===== src/rtl/seq_detector_param_if.sv =====
// Port bundle for the parameterised serial-pattern detector.
// en qualifies din for one cycle; there is no backpressure, every qualified sample is consumed.
interface seq_detector_param_if #(
  parameter int PAT_LEN = 4,
  parameter int CNT_W   = 8
);
  logic               en;
  logic               din;
  logic               pat_load;
  logic [PAT_LEN-1:0] pat_in;
  logic               cnt_clr;
  logic               match;
  logic [CNT_W-1:0]   match_cnt;
  logic [4:0]         progress;

  modport master (
    output en, din, pat_load, pat_in, cnt_clr,
    input  match, match_cnt, progress
  );

  modport slave (
    input  en, din, pat_load, pat_in, cnt_clr,
    output match, match_cnt, progress
  );
endinterface


===== src/rtl/seq_detector_param.sv =====
// Moore detector for a runtime-loaded PAT_LEN-bit pattern on a serial stream,
// with overlap control, sample enable and a saturating match counter.
module seq_detector_param #(
  parameter int PAT_LEN = 4,
  parameter int CNT_W   = 8,
  parameter int OVERLAP = 1
) (
  input  logic                 CLK,
  input  logic                 RST,
  seq_detector_param_if.slave  bus
);

  localparam logic [4:0]       FULL    = 5'(PAT_LEN);
  localparam logic [4:0]       HMAX    = 5'(PAT_LEN - 1);
  localparam logic [CNT_W-1:0] CNT_MAX = '1;

  logic [4:0]         state, state_nxt;
  logic [PAT_LEN-1:0] pattern, pattern_nxt;
  // Only the previous PAT_LEN-1 samples are kept; the incoming bit completes the window.
  logic [PAT_LEN-2:0] hist, hist_nxt;
  logic [4:0]         hlen, hlen_nxt;
  logic [CNT_W-1:0]   cnt, cnt_nxt;
  logic [PAT_LEN-1:0] cand, mask;
  logic [4:0]         cand_len;
  logic               accept;

  always_ff @(posedge CLK or negedge RST) begin
    if (!RST) begin
      state   <= '0;
      pattern <= '0;
      hist    <= '0;
      hlen    <= '0;
      cnt     <= '0;
    end else begin
      state   <= state_nxt;
      pattern <= pattern_nxt;
      hist    <= hist_nxt;
      hlen    <= hlen_nxt;
      cnt     <= cnt_nxt;
    end
  end

  always_comb begin
    state_nxt   = state;
    pattern_nxt = pattern;
    hist_nxt    = hist;
    hlen_nxt    = hlen;
    cnt_nxt     = cnt;
    accept      = 1'b0;
    mask        = '0;
    cand        = {hist, bus.din};
    cand_len    = hlen + 5'd1;
    if (OVERLAP == 0 && state == FULL) begin
      cand     = {{(PAT_LEN-1){1'b0}}, bus.din};
      cand_len = 5'd1;
    end

    if (bus.pat_load) begin
      pattern_nxt = bus.pat_in;
      hist_nxt    = '0;
      hlen_nxt    = '0;
      state_nxt   = '0;
    end else if (bus.en) begin
      hist_nxt  = cand[PAT_LEN-2:0];
      hlen_nxt  = (cand_len > HMAX) ? HMAX : cand_len;
      state_nxt = '0;
      // Ascending scan: the longest window suffix equal to a pattern prefix wins.
      for (int k = 1; k <= PAT_LEN; k++) begin
        mask = {PAT_LEN{1'b1}} >> (PAT_LEN - k);
        if (5'(k) <= cand_len && (cand & mask) == ((pattern >> (PAT_LEN - k)) & mask))
          state_nxt = 5'(k);
      end
      accept = (state_nxt == FULL);
    end

    if (bus.cnt_clr)
      cnt_nxt = '0;
    else if (accept && cnt != CNT_MAX)
      cnt_nxt = cnt + 1'b1;
  end

  assign bus.match     = (state == FULL);
  assign bus.match_cnt = cnt;
  assign bus.progress  = state;

endmodule


===== src/flat_wrapper.sv =====
// flat-port wrapper written by rule: the top's interface ports become plain ports
module seq_detector_param_flat 
#(
  parameter int PAT_LEN = 4,
  parameter int CNT_W   = 8,
  parameter int OVERLAP = 1
)
  (CLK, RST, bus_en, bus_din, bus_pat_load, bus_pat_in, bus_cnt_clr, bus_match, bus_match_cnt, bus_progress);
  seq_detector_param_if #(.PAT_LEN(PAT_LEN), .CNT_W(CNT_W)) bus_i ();
  input  logic CLK;
  input  logic RST;
  input wire logic [$bits(bus_i.en)-1:0] bus_en;
  input wire logic [$bits(bus_i.din)-1:0] bus_din;
  input wire logic [$bits(bus_i.pat_load)-1:0] bus_pat_load;
  input wire logic [$bits(bus_i.pat_in)-1:0] bus_pat_in;
  input wire logic [$bits(bus_i.cnt_clr)-1:0] bus_cnt_clr;
  output wire logic [$bits(bus_i.match)-1:0] bus_match;
  output wire logic [$bits(bus_i.match_cnt)-1:0] bus_match_cnt;
  output wire logic [$bits(bus_i.progress)-1:0] bus_progress;
  assign bus_i.en = bus_en;
  assign bus_i.din = bus_din;
  assign bus_i.pat_load = bus_pat_load;
  assign bus_i.pat_in = bus_pat_in;
  assign bus_i.cnt_clr = bus_cnt_clr;
  assign bus_match = bus_i.match;
  assign bus_match_cnt = bus_i.match_cnt;
  assign bus_progress = bus_i.progress;
  seq_detector_param #(.PAT_LEN(PAT_LEN), .CNT_W(CNT_W), .OVERLAP(OVERLAP)) u_core (.CLK(CLK), .RST(RST), .bus(bus_i));
endmodule

===== config.mk =====
export PLATFORM = sky130hd
export DESIGN_NAME = seq_detector_param_flat
export DESIGN_NICKNAME = d
export VERILOG_FILES = /design/src/rtl/seq_detector_param_if.sv /design/src/rtl/seq_detector_param.sv /design/src/flat_wrapper.sv
export SDC_FILE = /design/constraint.sdc
export NUM_CORES = 1
export LEC_CHECK = 0
export CAP_MARGIN = 20
export CORE_ASPECT_RATIO = 1.2
export CORE_UTILIZATION = 30
export DETAILED_ROUTE_END_ITERATION = 10
export PLACE_DENSITY = 0.6
export SLEW_MARGIN = 0
export SYNTH_ARGS = -nofsm -noshare
export SYNTH_HDL_FRONTEND = slang
export SYNTH_SLANG_ARGS = --single-unit

===== constraint.sdc =====
create_clock -name CLK -period 2.1 [get_ports CLK]
set_input_delay 0.63 -clock CLK [delete_from_list [all_inputs] [get_ports CLK]]
set_output_delay 0.63 -clock CLK [all_outputs]
set_load 0.02 [all_outputs]

==> out/results.ini, run 1 <==
[die]
start_util = 0.312
die-area_um2 = 5060
core_area_um2 = 4590
num_rows = 27
die_h_um = 77.7
pin_count = 24
die_w_um = 65.1

[global_route]
track_usage = 0.146
overflow = 0
grt_antenna_before_repair = 0
grt_pass1_wl_um = 5660
grt_max_degree = 24
grt_pass1_vias = 1191

[logic_synthesis]
syn_avg_cell_area_um2 = 9.95
synth_top_cell_area_share = 0.402
yosys.area_share.simple = 0.203
yosysWarnings = 0
seq_area_frac_synth = 0.402
ys_async_sr_fraction = 1.00
synth_top_family_by_area = simple AND/OR/NAND/NOR gates
synth_mux_area_frac = 0.0830
synth_top_cell_by_area = dfrtp_1
synth_edf_count = 0
synth_ff_type = dfrtp_1
syn_inst = 144
syn_area_um2 = 1430
synth_cell_types = 41
synth-compound-area-share = 0.138
ys_seq_elements = 23
synth_xor_area_frac = 0.0786
yosysMostFrequentCell = dfrtp_1
synthTopCellsByArea = dfrtp_1, xnor2_1, mux2_2
synthTopCellsByCount = dfrtp_1, nor2_1, a21oi_1, nand2_1, xnor2_1
synthAdderAreaFrac = 0.0349

[detailed_routing]
wirelength_um = 3140
drc = 0
vias = 1190
first_pass_iters = 4
final_antenna_net_count = 0
avgRoutedWirePerCell_um = 13.4
dr.first_iter.drc_count = 48
routed_via_density = 5.06

[sta]
max_freq_ghz = 0.483
post-route-period-util = 0.986
finalClockSkew_ps = 6.07
rsz0062_at_grt = no
hold_viol_final = 0
period_minus_slack_ps = 2070
setup_violations = 0
drv_slew = 0

[placed_design]
portBuffers = 21
place_area_um2 = 1760
detailed_place_hpwl_um = 2320
gp_congestion = 0.940
dp.cells = 227

[clocking]
clock_sinks = 23
cts_hold_buf = 0
root_buffer = clkbuf_8
cts_made_buffers = 3
htreeDepth = 1
clock_path_buffers = 2
clkTransAtPathRegs_ps = 90
cts_tree = yes
clock_latency_ps = 270

[outcome]
outcome = finished, final reports clean

[finish]
final_layout_size_suffix_gt1_frac = 0.215
final_area_um2 = 1860
diodes = 0
seq_area_um2 = 576
final_nets = 192
area_growth_pct = 29.8
multiInputGateArea_um2 = 808
n_fill_cell = 465
final_cells = 235

[setup_path]
cp_num_cells = 6
worstSetupStartpoint = bus_en
end_kind = flip-flop
cp-start-kind = input port
cp.arrival_ps = 2230
crit_path_end = u_core.bus.match_cnt[5]$_DFFE_PN0P_
max_stage_delay_ps = 510
critPathKind = input port to flip-flop
required_ps = 2260
timing.rr.end = u_core.bus.match_cnt[5]$_DFFE_PN0P_
cp_cell_sequence = clkdlybuf4s50_1 -> nor2b_4 -> o21ai_0 -> buf_4 -> nor4_2 -> mux2_1
crit_buf_inv = 2
reg2reg_slack_ps = 100
r2r_start = u_core.hlen[0]$_DFFE_PN0P_
crit_family = buffers and inverters
worst-r2r-cell-count = 7
cp_max_fo = 8
cpMaxStageDelayCell = clkdlybuf4s50_1

[power]
peakVddDrop_v = 0.000311
power_leakage_nw = 0.816
powerDensity_nw_per_um2 = 510

[hold_path]
hold_path_class = flip-flop to flip-flop

[flow_run]
cap_viol_max_count = 0

-- final cells by class --
cell class                 count  area share
multi-input combinational    108       0.435
sequential                    23       0.310
timing repair buffer          39       0.186
tap                           58      0.0390
clock buffer                   3      0.0222
inverter                       3     0.00606
clock inverter                 1     0.00269
-- cells by family (layout without fill, tap and decap cells) --
logic type	count (synthesis)	count (layout)
mux	11	11
xor+xnor	12	12
compound gates	30	31
fa+ha+maj	4	4
other cells	1	2
buf+inv	15	46
flops	23	23
simple gates	48	48
-- layout by cell type, fill, tap and decap left out, types with 4 or more instances in the layout --
cell | netlist | final
a21oi_1 | 8 | 7
buf_4 | 2 | 18
clkdlybuf4s50_1 | 0 | 18
dfrtp_1 | 23 | 23
mux2_2 | 5 | 5
mux2i_1 | 4 | 4
nand2_1 | 8 | 8
nand3_1 | 6 | 6
nor2_1 | 11 | 11
o21ai_0 | 5 | 5
xnor2_1 | 7 | 7
xor2_1 | 4 | 4
-- stage by stage --
stage / TNS (ps) / setup slack [ps] / total power [mW] / hold slack [ps] / util
global placement: -2050 / -288 / 0.663 / 493 / 0.383
floorplan: 0 / 76.8 / 0.596 / 334 / -
finish: 0 / 29.5 / 0.948 / 518 / 0.405
CTS: 0 / 29.7 / 0.960 / 523 / 0.402
global route: 0 / 0.374 / 1.00 / 548 / 0.405
detailed placement: -2710 / -386 / 0.668 / 507 / 0.383
-- where the power goes --
group	switching, mW	total [mW]	internal (mW)
sequential	0.0185	0.477	0.459
clock	0.149	0.282	0.133
combinational	0.0940	0.189	0.0949
-- state kept, by name (all words and copies together), names as in the netlist --
register / cells
u_core.bus.match_cnt: 8
u_core.hist: 3
u_core.pattern: 4
u_core.hlen: 5
u_core.bus.progress: 3
-- repair_timing --
item / CTS / global route
resized for setup: 6 / 3
buffers inserted: 3 / 0
pin swaps: 2 / 1
endpoints found under the setup margin: 7 / 4
gates cloned: 1 / 0
-- metal layers --
| metal | GRT usage | wire length [µm] | up-vias |
|---|---|---|---|
| li1 | - | - | 580 |
| met5 | 0 | 0 | - |
| met3 | 0.0250 | 87 | 6 |
| met2 | 0.243 | 1660 | 20 |
| met1 | 0.177 | 1340 | 584 |
| met4 | 0.0739 | 56 | 0 |
-- how the worst min path moves through the flow --
stage                     slack [ps]                             endpoint  cells past startpoint                       start
after floorplan                  330  u_core.bus.match_cnt[0]$_DFFE_PN0P_                      0                         RST
after global placement           490           u_core.hlen[0]$_DFFE_PN0P_                      1  u_core.hlen[0]$_DFFE_PN0P_
after detailed placement         510           u_core.hlen[0]$_DFFE_PN0P_                      1  u_core.hlen[0]$_DFFE_PN0P_
after CTS                        520           u_core.hlen[0]$_DFFE_PN0P_                      1  u_core.hlen[0]$_DFFE_PN0P_
after global routing             550           u_core.hlen[0]$_DFFE_PN0P_                      1  u_core.hlen[0]$_DFFE_PN0P_
final                            520           u_core.hlen[0]$_DFFE_PN0P_                      1  u_core.hlen[0]$_DFFE_PN0P_
Note: power is estimated with default switching activity, not from simulation.
==> run 2, diff against run 1 <==
--- a/config.mk
+++ b/config.mk
@@ -6,7 +6,7 @@
 export NUM_CORES = 1
 export LEC_CHECK = 0
 export CAP_MARGIN = 20
-export CORE_ASPECT_RATIO = 1.2
+export CORE_ASPECT_RATIO = 0.7
 export CORE_UTILIZATION = 30
 export DETAILED_ROUTE_END_ITERATION = 10
 export PLACE_DENSITY = 0.6
==> run 2 against run 1 <==
Against the previous run:
- critical endpoint is now u_core.bus.match_cnt[3]$_DFFE_PN0P_
- register-to-register slack better by 20 ps
- clock skew shrank 2.9 ps
- fmax increased by 2.5%
- worst hold slack better by 24 ps
- sequential cell count unchanged
- combinational power about the same
==> out/results.ini, run 2 (same netlist as run 1, synthesis figures left out) <==
[outcome]
outcome = finished, final reports clean  ; unchanged

[finish]
final_cells = 234  ; was 235
area_growth_pct = 31.7  ; was 29.8%
final_nets = 194  ; was 192
final_cell_mix = dfrtp_1, buf_4, clkdlybuf4s50_1, nor2_1  ; was dfrtp_1, clkdlybuf4s50_1, buf_4, nor2_1, nand2_1
final_common_cell = dfrtp_1  ; unchanged
largest_register_ffs = 8  ; unchanged
final_layout_size_suffix_gt1_frac = 0.218  ; was 0.215
diodes = 0  ; unchanged

[setup_path]
worstSetupStartpoint = bus_en  ; unchanged
r2r_start = u_core.hlen[0]$_DFFE_PN0P_  ; unchanged
cp_max_fo = 9  ; was 8
required_ps = 2280  ; was 2260 ps
cp-start-kind = input port  ; unchanged
worst-r2r-cell-count = 6  ; was 7
end_kind = flip-flop  ; unchanged
cp.arrival_ps = 2200  ; was 2230 ps
critPathKind = input port to flip-flop  ; unchanged

[clocking]
clock_latency_ps = 260  ; was 270 ps
clkTransAtPathRegs_ps = 80  ; was 90 ps
htreeDepth = 1  ; unchanged
root_buffer = clkbuf_8  ; unchanged
clock_path_buffers = 2  ; unchanged
cts_made_buffers = 3  ; unchanged
clock_sinks = 23  ; unchanged
cts_tree = yes  ; unchanged
cts_hold_buf = 0  ; unchanged

[placed_design]
portBuffers = 21  ; unchanged
dp.cells = 227  ; unchanged
place_ws_ps = -386  ; about the same
gp_congestion = 0.801  ; was 0.940
detailed_place_hpwl_um = 2470  ; was 2320 µm

[detailed_routing]
routed_via_density = 4.97  ; was 5.06
drc = 0  ; unchanged
final_antenna_net_count = 0  ; unchanged
first_pass_iters = 6  ; was 4
vias = 1164  ; was 1190
avgRoutedWirePerCell_um = 14.0  ; was 13.4 µm
wirelength_um = 3270  ; was 3140 µm
dr.first_iter.drc_count = 118  ; was 48

[sta]
post-route-period-util = 0.962  ; was 0.986
setup_ws_ps = 79.9  ; was 29.5 ps
finalClockSkew_ps = 3.19  ; was 6.07 ps
max_freq_ghz = 0.495  ; was 0.483 GHz
drv_slew = 0  ; unchanged
fin_tns_setup_ps = 0  ; unchanged
hold_viol_final = 0  ; unchanged
period_minus_slack_ps = 2020  ; was 2070 ps
rsz0062_at_grt = no  ; unchanged
setup_violations = 0  ; unchanged

[global_route]
grt-busiest-layer = met2  ; unchanged
grt_antenna_before_repair = 0  ; unchanged
grt_max_degree = 24  ; unchanged
grt_pass1_vias = 1127  ; was 1191
overflow = 0  ; unchanged
track_usage = 0.138  ; was 0.146
met3_usage = 0.0304  ; was 0.0250
grt_pass1_wl_um = 5400  ; was 5660 µm
met2_usage = 0.226  ; was 0.243
grt_util_met1 = 0.188  ; was 0.177

[power]
powerDensity_nw_per_um2 = 496  ; was 510 nW/µm²
p_comb_frac = 0.202  ; was 0.199
seq_power_share = 0.511  ; was 0.503
switchingPower_uw = 246  ; was 262 µW
power_leakage_nw = 0.817  ; was 0.816 nW
netSwitchingFraction = 0.263  ; was 0.276
peakVddDrop_v = 0.000245  ; was 0.000311 V
intPower_uw = 690  ; was 686 µW
pwr-share-clk = 0.287  ; was 0.297

[hold_path]
hold_path_class = flip-flop to flip-flop  ; unchanged
worstHoldStart = u_core.bus.progress[1]$_DFFE_PN0P_  ; was u_core.hlen[0]$_DFFE_PN0P_
min_path_cells = 2  ; was 1

[die]
num_rows = 20  ; was 27
core_area_um2 = 4450  ; was 4590 µm²
die_w_um = 84.6  ; was 65.1 µm
die_h_um = 59.8  ; was 77.7 µm
pin_count = 24  ; unchanged
start_util = 0.322  ; was 0.312
die-area_um2 = 5060  ; about the same

[flow_run]
cap_viol_max_count = 0  ; unchanged

==> run 2: worst paths after layout <==
kind,to,slack (ps)
min,u_core.bus.progress[1]$_DFFE_PN0P_,540
min reg2reg,u_core.bus.progress[1]$_DFFE_PN0P_,540
max,u_core.bus.match_cnt[3]$_DFFE_PN0P_,80
min in group asynchronous,u_core.bus.match_cnt[4]$_DFFE_PN0P_,720
max in group asynchronous,u_core.pattern[1]$_DFFE_PN0P_,1140
max reg2reg,u_core.bus.progress[0]$_DFFE_PN0P_,120
==> run 2: per-stage QoR <==
| stage | hold slack, ps | instance area [µm²] | power, mW | utilization |
|---|---|---|---|---|
| 3_5_place_dp | 525 | 1780 | 0.670 | 0.399 |
| 3_3_place_gp | 518 | 1780 | 0.667 | 0.399 |
| 4_1_cts | 542 | 1860 | 0.945 | 0.417 |
| 6_report | 542 | 1890 | 0.936 | 0.424 |
| 2_1_floorplan | 334 | 1440 | 0.596 | - |
| 5_1_grt | 566 | 1890 | 0.990 | 0.424 |
==> run 2: metal layers <==
metal | up-vias | wire length (µm) | share of wire
met1 | 553 | 1640 | 0.50
met4 | 0 | 18 | 0.0055
met5 | - | 0 | 0
li1 | 583 | - | -
met3 | 2 | 138 | 0.042
met2 | 26 | 1480 | 0.45
==> run 2: what timing repair did <==
| item | in CTS | in global routing |
|---|---|---|
| setup endpoints to repair | 7 | 8 |
| pin swaps | 1 | 1 |
| gates cloned | 1 | 0 |
| gates resized for setup | 5 | 5 |
| buffers inserted | 1 | 1 |
==> run 2: cell type report <==
type	instances	area (µm²)
Clock buffer	4	45.0
Fill cell	441	2570
Inverter	3	11.3
Multi-Input combinational cell	108	828
Sequential cell	23	576
Tap cell	55	68.8
Timing Repair Buffer	41	358
==> run 2: power by group through the flow <==
stage	Sequential (mW)	Combinational, mW	Clock, mW
CTS	0.478	0.189	0.279
global route	0.480	0.207	0.303
detailed placement	0.487	0.183	0
global placement	0.486	0.181	0
finish	0.478	0.189	0.269
floorplan	0.485	0.111	0
==> run 2: critical path, stage by stage <==
cell             delay, ps
clkdlybuf4s50_1        490
nor2b_4                150
o21ai_0                 80
buf_4                  180
or4_1                  500
a21oi_1                150
==> run 3, diff against run 2 <==
--- a/config.mk
+++ b/config.mk
@@ -10,6 +10,7 @@
 export CORE_UTILIZATION = 30
 export DETAILED_ROUTE_END_ITERATION = 10
 export PLACE_DENSITY = 0.6
+export SKIP_CTS_REPAIR_TIMING = 1
 export SLEW_MARGIN = 0
 export SYNTH_ARGS = -nofsm -noshare
 export SYNTH_HDL_FRONTEND = slang
==> run 3 against run 2 <==
Against the previous run:
- cell count down 0.43%
- count of clock-buffer cells in the layout unchanged
- die area unchanged
- register-to-register slack worse by 70 ps
- via count about the same
- combinational power about the same
- clock skew up 1.6 ps
- largest power group unchanged
- total power up 0.34%
- clock power about the same
- sequential power about the same
==> out/results.ini, run 3 (same netlist as run 1, synthesis figures left out) <==
[hold_path]
min_path_cells = 2  ; unchanged
holdPathEnd = u_core.bus.progress[1]$_DFFE_PN0P_  ; unchanged
hold_path_class = flip-flop to flip-flop  ; unchanged
worstHoldStart = u_core.bus.progress[1]$_DFFE_PN0P_  ; unchanged

[global_route]
track_usage = 0.133  ; was 0.138
grt_max_degree = 24  ; unchanged
grt_antenna_before_repair = 0  ; unchanged
grt_pass1_vias = 1103  ; was 1127
grt_pass1_wl_um = 5220  ; was 5400 µm
overflow = 0  ; unchanged

[sta]
drv_slew = 0  ; unchanged
post-route-period-util = 0.977  ; was 0.962
max_freq_ghz = 0.488  ; was 0.495 GHz
setup_violations = 0  ; unchanged
period_minus_slack_ps = 2050  ; was 2020 ps
finalClockSkew_ps = 4.81  ; was 3.19 ps
rsz0062_at_grt = yes  ; was no
hold_viol_final = 0  ; unchanged
setup_ws_ps = 48.9  ; was 79.9 ps
hold_slack_ps = 543  ; was 542 ps

[detailed_routing]
final_antenna_net_count = 0  ; unchanged
routed_via_density = 5.00  ; was 4.97
drc = 0  ; unchanged
avgRoutedWirePerCell_um = 14.0  ; about the same
wirelength_um = 3260  ; was 3270 µm
dr.first_iter.drc_count = 91  ; was 118
vias = 1165  ; was 1164
first_pass_iters = 6  ; unchanged

[finish]
final_cell_mix = dfrtp_1, clkdlybuf4s50_1, buf_4, nor2_1, nand2_1  ; was dfrtp_1, buf_4, clkdlybuf4s50_1, nor2_1
final_common_cell = dfrtp_1  ; unchanged
n_fill_cell = 440  ; was 441
final_cells = 233  ; was 234
final_nets = 193  ; was 194
diodes = 0  ; unchanged
final_layout_size_suffix_gt1_frac = 0.213  ; was 0.218
area_growth_pct = 31.4  ; was 31.7%
largest_register_ffs = 8  ; unchanged
final_area_um2 = 1880  ; was 1890 µm²

[outcome]
outcome = finished, final reports clean  ; unchanged

[die]
pin_count = 24  ; unchanged
start_util = 0.322  ; unchanged
die-area_um2 = 5060  ; unchanged
die_w_um = 84.6  ; unchanged
die_h_um = 59.8  ; unchanged
core_area_um2 = 4450  ; unchanged
num_rows = 20  ; unchanged

[setup_path]
required_ps = 2250  ; was 2280 ps
r2r_start = u_core.hlen[0]$_DFFE_PN0P_  ; unchanged
crit_buf_inv = 0  ; was 2
timing.rr.end = u_core.bus.match_cnt[5]$_DFFE_PN0P_  ; was u_core.bus.progress[0]$_DFFE_PN0P_
cp.arrival_ps = 2200  ; about the same
max_stage_delay_ps = 430  ; was 500 ps
cp-start-kind = flip-flop  ; was input port
cp_max_fo = 5  ; was 9
reg2reg_slack_ps = 50  ; was 120 ps
crit_family = flip-flops  ; was buffers and inverters
end_kind = flip-flop  ; unchanged
cpMaxStageDelayCell = dfrtp_1  ; was or4_1
worst-r2r-cell-count = 6  ; unchanged
cp_cell_sequence = ha_1 -> xnor2_1 -> a31oi_4 -> o21ai_4 -> nor4_4 -> mux2_1  ; was clkdlybuf4s50_1 -> nor2b_4 -> o21ai_0 -> buf_4 -> or4_1 -> a21oi_1
critPathKind = flip-flop to flip-flop  ; was input port to flip-flop
cp_num_cells = 6  ; unchanged

[clocking]
clock_sinks = 23  ; unchanged
cts_made_buffers = 3  ; unchanged
clock_latency_ps = 260  ; about the same
htreeDepth = 1  ; unchanged
root_buffer = clkbuf_8  ; unchanged
clock_path_buffers = 2  ; unchanged
clkTransAtPathRegs_ps = 80  ; about the same
cts_tree = yes  ; unchanged

[placed_design]
place_area_um2 = 1780  ; unchanged
dp.cells = 227  ; unchanged
place_ws_ps = -386  ; unchanged
gp_congestion = 0.801  ; unchanged
detailed_place_hpwl_um = 2470  ; unchanged
portBuffers = 21  ; unchanged

[power]
peakVddDrop_v = 0.000245  ; about the same
powerDensity_nw_per_um2 = 499  ; was 496 nW/µm²
power_leakage_nw = 0.832  ; was 0.817 nW

[flow_run]
cap_viol_max_count = 0  ; unchanged

## run 3: how the worst max path moves through the flow
| stage | slack, ps | start | endpoint |
|---|---|---|---|
| floorplan | 80 | bus_en | u_core.bus.match_cnt[6]$_DFFE_PN0P_ |
| global placement | -310 | bus_din | u_core.bus.match_cnt[4]$_DFFE_PN0P_ |
| detailed placement | -390 | bus_din | u_core.bus.match_cnt[5]$_DFFE_PN0P_ |
| CTS | -120 | bus_din | u_core.bus.match_cnt[5]$_DFFE_PN0P_ |
| global route | -40 | u_core.hlen[0]$_DFFE_PN0P_ | u_core.bus.match_cnt[5]$_DFFE_PN0P_ |
| finish | 50 | u_core.hlen[0]$_DFFE_PN0P_ | u_core.bus.match_cnt[5]$_DFFE_PN0P_ |
## run 3: layout make-up
cell class	instances	area (µm²)	area share
timing repair buffer	40	358	0.190
sequential	23	576	0.306
inverter	3	11.3	0.00598
multi-input combinational	108	825	0.438
tap	55	68.8	0.0365
clock buffer	4	45.0	0.0239
## run 3: layer usage
| metal | global-route usage | share of wire | vias to the layer above |
|---|---|---|---|
| met5 | 0 | 0 | - |
| met4 | 0.0291 | 0.0055 | 0 |
| met3 | 0.0304 | 0.042 | 2 |
| met2 | 0.213 | 0.46 | 24 |
| met1 | 0.187 | 0.50 | 558 |
| li1 | - | - | 581 |
## run 3: worst register-to-register path: stages, from the launching register on
cell and delay, ps:
dfrtp_1 430, ha_1 270, xnor2_1 180, a31oi_4 280, o21ai_4 130, nor4_4 300, mux2_1 350
## run 3: power breakdown
| group | internal, mW | leakage, nW | switching [mW] |
|---|---|---|---|
| Combinational | 0.0953 | 0.501 | 0.0935 |
| Clock | 0.135 | 0.0228 | 0.137 |
| Sequential | 0.459 | 0.308 | 0.0187 |
| Total | 0.689 | 0.832 | 0.249 |
## run 3: stage by stage
stage	TNS (ps)	util	power [mW]
floorplan	0	-	0.596
global placement	-2110	0.399	0.667
detailed placement	-2420	0.399	0.670
CTS	-464	0.409	0.941
global route	-41.8	0.423	0.990
finish	0	0.423	0.939
